`config.mk`:
```
export PLATFORM = sky130hd
export DESIGN_NAME = four_and_gate_flat
export DESIGN_NICKNAME = d
export VERILOG_FILES = /design/src/rtl/four_and_gate_pkg.sv /design/src/rtl/four_and_gate_if.sv /design/src/rtl/four_and_gate_and2_cell.sv /design/src/rtl/four_and_gate.sv /design/src/flat_wrapper.sv
export SDC_FILE = /design/constraint.sdc
export NUM_CORES = 1
export LEC_CHECK = 0
export ABC_CLOCK_PERIOD_IN_PS = 2150
export CAP_MARGIN = 0
export CORE_AREA = 4 4 41 43
export DETAILED_ROUTE_END_ITERATION = 10
export DIE_AREA = 0 0 45 47
export PLACE_DENSITY = 0.33
export SETUP_SLACK_MARGIN = 0.15
export SLEW_MARGIN = 10
export SYNTH_ARGS = -nofsm -noshare
export SYNTH_HDL_FRONTEND = slang
export SYNTH_SLANG_ARGS = --single-unit
```
`constraint.sdc`:
```
create_clock -name clk -period 2.15 [get_ports clk]
set_input_delay 0.5375 -clock clk [delete_from_list [all_inputs] [get_ports clk]]
set_output_delay 0.5375 -clock clk [all_outputs]
set_load 0.05 [all_outputs]
```
`src/rtl/four_and_gate_pkg.sv`:
```
// Shared definitions for the four-input AND block: default width and a
// reference function that produces the packed {e, f, g} result.
package four_and_pkg;

    localparam int DEFAULT_WIDTH = 1;
    localparam int MAX_WIDTH     = 32;

    typedef struct packed {
        logic [MAX_WIDTH-1:0] e;
        logic [MAX_WIDTH-1:0] f;
        logic [MAX_WIDTH-1:0] g;
    } and4_res_t;

    function automatic and4_res_t and4_ref(
        input logic [MAX_WIDTH-1:0] a,
        input logic [MAX_WIDTH-1:0] b,
        input logic [MAX_WIDTH-1:0] c,
        input logic [MAX_WIDTH-1:0] d
    );
        and4_res_t r;
        r.e = a & b;
        r.f = c & d;
        r.g = r.e & r.f;
        return r;
    endfunction

endpackage

```
`src/rtl/four_and_gate_if.sv`:
```
// Operand/result bundle for four_and_gate; master drives operands,
// slave (the block) returns the partial and full products.
interface four_and_gate_if
    import four_and_pkg::*;
#(
    parameter int WIDTH = DEFAULT_WIDTH
);
    logic             in_valid;
    logic [WIDTH-1:0] a;
    logic [WIDTH-1:0] b;
    logic [WIDTH-1:0] c;
    logic [WIDTH-1:0] d;
    logic             out_valid;
    logic [WIDTH-1:0] e;
    logic [WIDTH-1:0] f;
    logic [WIDTH-1:0] g;

    modport master (
        output in_valid, a, b, c, d,
        input  out_valid, e, f, g
    );

    modport slave (
        input  in_valid, a, b, c, d,
        output out_valid, e, f, g
    );
endinterface

```
`src/rtl/four_and_gate_and2_cell.sv`:
```
// Bitwise two-input AND over WIDTH independent lanes.
module and2_cell #(
    parameter int WIDTH = 1
) (
    input  logic [WIDTH-1:0] a_i,
    input  logic [WIDTH-1:0] b_i,
    output logic [WIDTH-1:0] y_o
);
    assign y_o = a_i & b_i;
endmodule

```
`src/rtl/four_and_gate.sv`:
```
// Four-input AND built from three and2_cell stages, exposing both pairwise
// products and the full product, optionally registered with a valid flag.
module four_and_gate
    import four_and_pkg::*;
#(
    parameter int WIDTH   = DEFAULT_WIDTH,
    parameter bit REG_OUT = 1'b1
) (
    input  logic            clk,
    input  logic            rst,
    four_and_gate_if.slave  bus
);
    logic [WIDTH-1:0] e_n;
    logic [WIDTH-1:0] f_n;
    logic [WIDTH-1:0] g_n;

    and2_cell #(.WIDTH(WIDTH)) u_ab (.a_i(bus.a), .b_i(bus.b), .y_o(e_n));
    and2_cell #(.WIDTH(WIDTH)) u_cd (.a_i(bus.c), .b_i(bus.d), .y_o(f_n));
    // g is taken from e_n/f_n so the three outputs can never disagree.
    and2_cell #(.WIDTH(WIDTH)) u_ef (.a_i(e_n),   .b_i(f_n),   .y_o(g_n));

    if (REG_OUT) begin : g_reg
        logic             valid_q, valid_d;
        logic [WIDTH-1:0] e_q, e_d;
        logic [WIDTH-1:0] f_q, f_d;
        logic [WIDTH-1:0] g_q, g_d;

        always_comb begin
            // NOTE: every always_comb target gets a default first so no latch is inferred.
            valid_d = bus.in_valid;
            e_d     = e_q;
            f_d     = f_q;
            g_d     = g_q;
            // Unqualified operands (possibly X) never reach the registers.
            if (bus.in_valid) begin
                e_d = e_n;
                f_d = f_n;
                g_d = g_n;
            end
        end

        always_ff @(posedge clk) begin
            // NOTE: state updates use <= so every register samples pre-edge values.
            if (rst) begin
                valid_q <= 1'b0;
                e_q     <= '0;
                f_q     <= '0;
                g_q     <= '0;
            end else begin
                valid_q <= valid_d;
                e_q     <= e_d;
                f_q     <= f_d;
                g_q     <= g_d;
            end
        end

        assign bus.out_valid = valid_q;
        assign bus.e         = e_q;
        assign bus.f         = f_q;
        assign bus.g         = g_q;
    end else begin : g_comb
        assign bus.out_valid = rst ? 1'b0 : bus.in_valid;
        assign bus.e         = rst ? '0   : e_n;
        assign bus.f         = rst ? '0   : f_n;
        assign bus.g         = rst ? '0   : g_n;
    end
endmodule

```
`src/flat_wrapper.sv`:
```
// flat-port wrapper written by rule: the top's interface ports become plain ports
module four_and_gate_flat import four_and_pkg::*;
#(
    parameter int WIDTH   = DEFAULT_WIDTH,
    parameter bit REG_OUT = 1'b1
)
  (clk, rst, bus_in_valid, bus_a, bus_b, bus_c, bus_d, bus_out_valid, bus_e, bus_f, bus_g);
  four_and_gate_if #(.WIDTH(WIDTH)) bus_i ();
  input  logic clk;
  input  logic rst;
  input wire logic [$bits(bus_i.in_valid)-1:0] bus_in_valid;
  input wire logic [$bits(bus_i.a)-1:0] bus_a;
  input wire logic [$bits(bus_i.b)-1:0] bus_b;
  input wire logic [$bits(bus_i.c)-1:0] bus_c;
  input wire logic [$bits(bus_i.d)-1:0] bus_d;
  output wire logic [$bits(bus_i.out_valid)-1:0] bus_out_valid;
  output wire logic [$bits(bus_i.e)-1:0] bus_e;
  output wire logic [$bits(bus_i.f)-1:0] bus_f;
  output wire logic [$bits(bus_i.g)-1:0] bus_g;
  assign bus_i.in_valid = bus_in_valid;
  assign bus_i.a = bus_a;
  assign bus_i.b = bus_b;
  assign bus_i.c = bus_c;
  assign bus_i.d = bus_d;
  assign bus_out_valid = bus_i.out_valid;
  assign bus_e = bus_i.e;
  assign bus_f = bus_i.f;
  assign bus_g = bus_i.g;
  four_and_gate #(.WIDTH(WIDTH), .REG_OUT(REG_OUT)) u_core (.clk(clk), .rst(rst), .bus(bus_i));
endmodule
```
==> metrics.md <==
| Metric | Value |
|---|---|
| Outcome | `completed` |
| Cts hold-fix bufs | `0` |
| Worst path max stage delay | `~0.81 ns` |
| Largest net degree at the start of global routing | `7` |
| Startpoint types | `flop` |
| Clk_skew | `0 ns` |
| Syn nets | `21` |
| WL final | `roughly 380 um` |
| I/O Buffers | `10` |
| Flops & latches, synth | `4` |
| DRC Markers | `0` |
| Lkg Pwr | `approximately 0.11 nW` |
| CP endpoint kind | `output port` |
| Vias in the first global route | `150` |
| Starting density of the core | `11.5%` |
| Hold WC Path Type | `flop to flop` |
| Critical path's slowest cell | `clkdlybuf4s50_1` |
| Final min period | `1.90 ns` |
| Top post-synthesis cells by area | `dfxtp_1, nor2b_4, nand2b_1, a21oi_1, a41o_1` |
| Io pins | `11` |
| TNS Setup | `0 ns` |
| Post-CTS sizing | `0` |
| Final setup vio count | `0` |
| Reg clk slew, reported paths | `0.04 ns` |
| Distinct cell type count after synthesis | `8` |
| CTS Buf Count | `3` |
| Clk_lat worst skew | `0.23 ns` |
| Share of the synthesized area in the top cell type | `53.3%` |
| Syn Area/Cell | `10.7 um^2` |
| Final ANT Viol Nets | `0` |
| Power Total | `0.206 mW` |
| Final Slew Violations | `0` |
| R2r setup slk | `1.40 ns` |
| Worst slew pin tran | `0.502 ns` |
| PwrDens | `706 mW/mm^2` |
| Achievable Freq | `525 MHz` |
| DIE AREA | `roughly 0.0021 mm^2` |
| # fillers | `150` |
| Crit path max fanout | `2` |
| # Max-Cap Violations | `0` |
| Synth Instances | `14` |
| First-pass GRT wire length | `just over 600 um` |
| Post-synth top area cell | `dfxtp_1` |
| CTS tree | `yes` |
| H-tree Lvls | `1` |
| Die Width | `roughly 45 um` |
| Drt pass-1 iters | `1` |
| Crit path kind | `flop to output port` |
| Core area | `0.00130 mm^2` |
| Worst vdd ir | `around 0.22 mV` |
| Critical path buffers and inverters | `1` |
| Final worst path period share | `88.5%` |
| Number of DRC markers in iteration 0 | `0` |
| Hold Vio Cnt, Final | `0` |
| FP Rows | `13` |
| Share of cells above drive strength 1 | `14.8%` |
| Fin util | `22.4%` |
| Seq/Total Area, Yosys | `53.3%` |
| Crit path cell chain | `clkdlybuf4s50_1` |
| Most frequent cells in the layout | `clkdlybuf4s50_1, dfxtp_1, clkbuf_4` |
| Final net count | `36` |
| Critical Path AT | `1.37 ns` |
| Synthesized area | `150 um^2` |
| Post-DP HPWL | `318 um` |
| Slew headroom | `between 60% and 70%` |
| Delay-heaviest family, CP | `buffers and inverters` |
| Initial antenna violation count | `0` |
| Setup Fix Bufs, Post-CTS | `0` |
| Via count | `146` |
| Yosys warnings | `0` |
| Gpl congestion | `~0.64` |
| CP Data Required Time | `1.61 ns` |
| Bufs on Longest Clock Path | `2` |
| Die H | `47 um` |
| GRT Total Usage | `4.66%` |
| Global route overflow | `0` |
| Vias per cell | `3.48` |
| N_diodes | `0` |
| Leading cell type in the layout, fill and taps excluded | `clkdlybuf4s50_1` |
| RSZ-0062 raised after global routing | `no` |
| # clock sinks | `4` |
| Synth-to-layout area growth | `94.2%` |
| Hold Slack | `approximately 0.47 ns` |
| WL/cell | `9.00 um` |
| CTS Root Buffer Type | `clkbuf_4` |
-- cell families after synthesis --
| group | share of synthesized area [%] |
|---|---|
| and+or+nand+nor | 33.3 |
| AOI/OAI and AO/OA | 13.3 |
| DFF | 53.3 |
-- layer usage --
layer	vias to the layer above	wire, um	track usage, %
met4	0	0	1.75
met1	59	165	4.55
met3	0	58	6.13
li1	77	-	-
met2	10	153	5.65
met5	-	0	0
-- cell usage after synthesis, drive strengths merged --
cell type  n
and2       1
nor2b      1
nor3b      1
a21oi      2
nand3      2
dfxtp      4
a41o       1
nand2b     2
-- where the power goes --
part	total, mW	internal [mW]	switching [mW]
sequential	0.0783	0.0773	0.00101
combinational	0.0342	0.0176	0.0166
clock	0.0933	0.0625	0.0308
-- final timing paths --
check	startpoint	end	cells past startpoint
worst max-delay path	u_core.bus.g	bus_g	1
worst min-delay path	u_core.bus.f	u_core.bus.f	2
worst max register to register	u_core.bus.g	u_core.bus.g	2
worst min register to register	u_core.bus.f	u_core.bus.f	2
-- cell type report --
class | count | area (um^2) | share of cell area (%)
Multi-Input combinational cell | 10 | 70.1 | 24.0
Clock buffer | 3 | 22.5 | 7.73
Timing Repair Buffer | 10 | 100 | 34.3
Sequential cell | 4 | 80.1 | 27.5
Tap cell | 15 | 18.8 | 6.44
-- per-stage QoR --
step | std cells | setup WS (ns) | area [um^2]
after floorplan | 14 | 1.01 | 150
after global placement | 39 | 0.499 | 269
after detailed placement | 39 | 0.499 | 269
after CTS | 42 | 0.236 | 292
after global routing | 42 | 0.180 | 292
final | 42 | 0.246 | 292
Note: power is estimated with default switching activity, not from simulation.
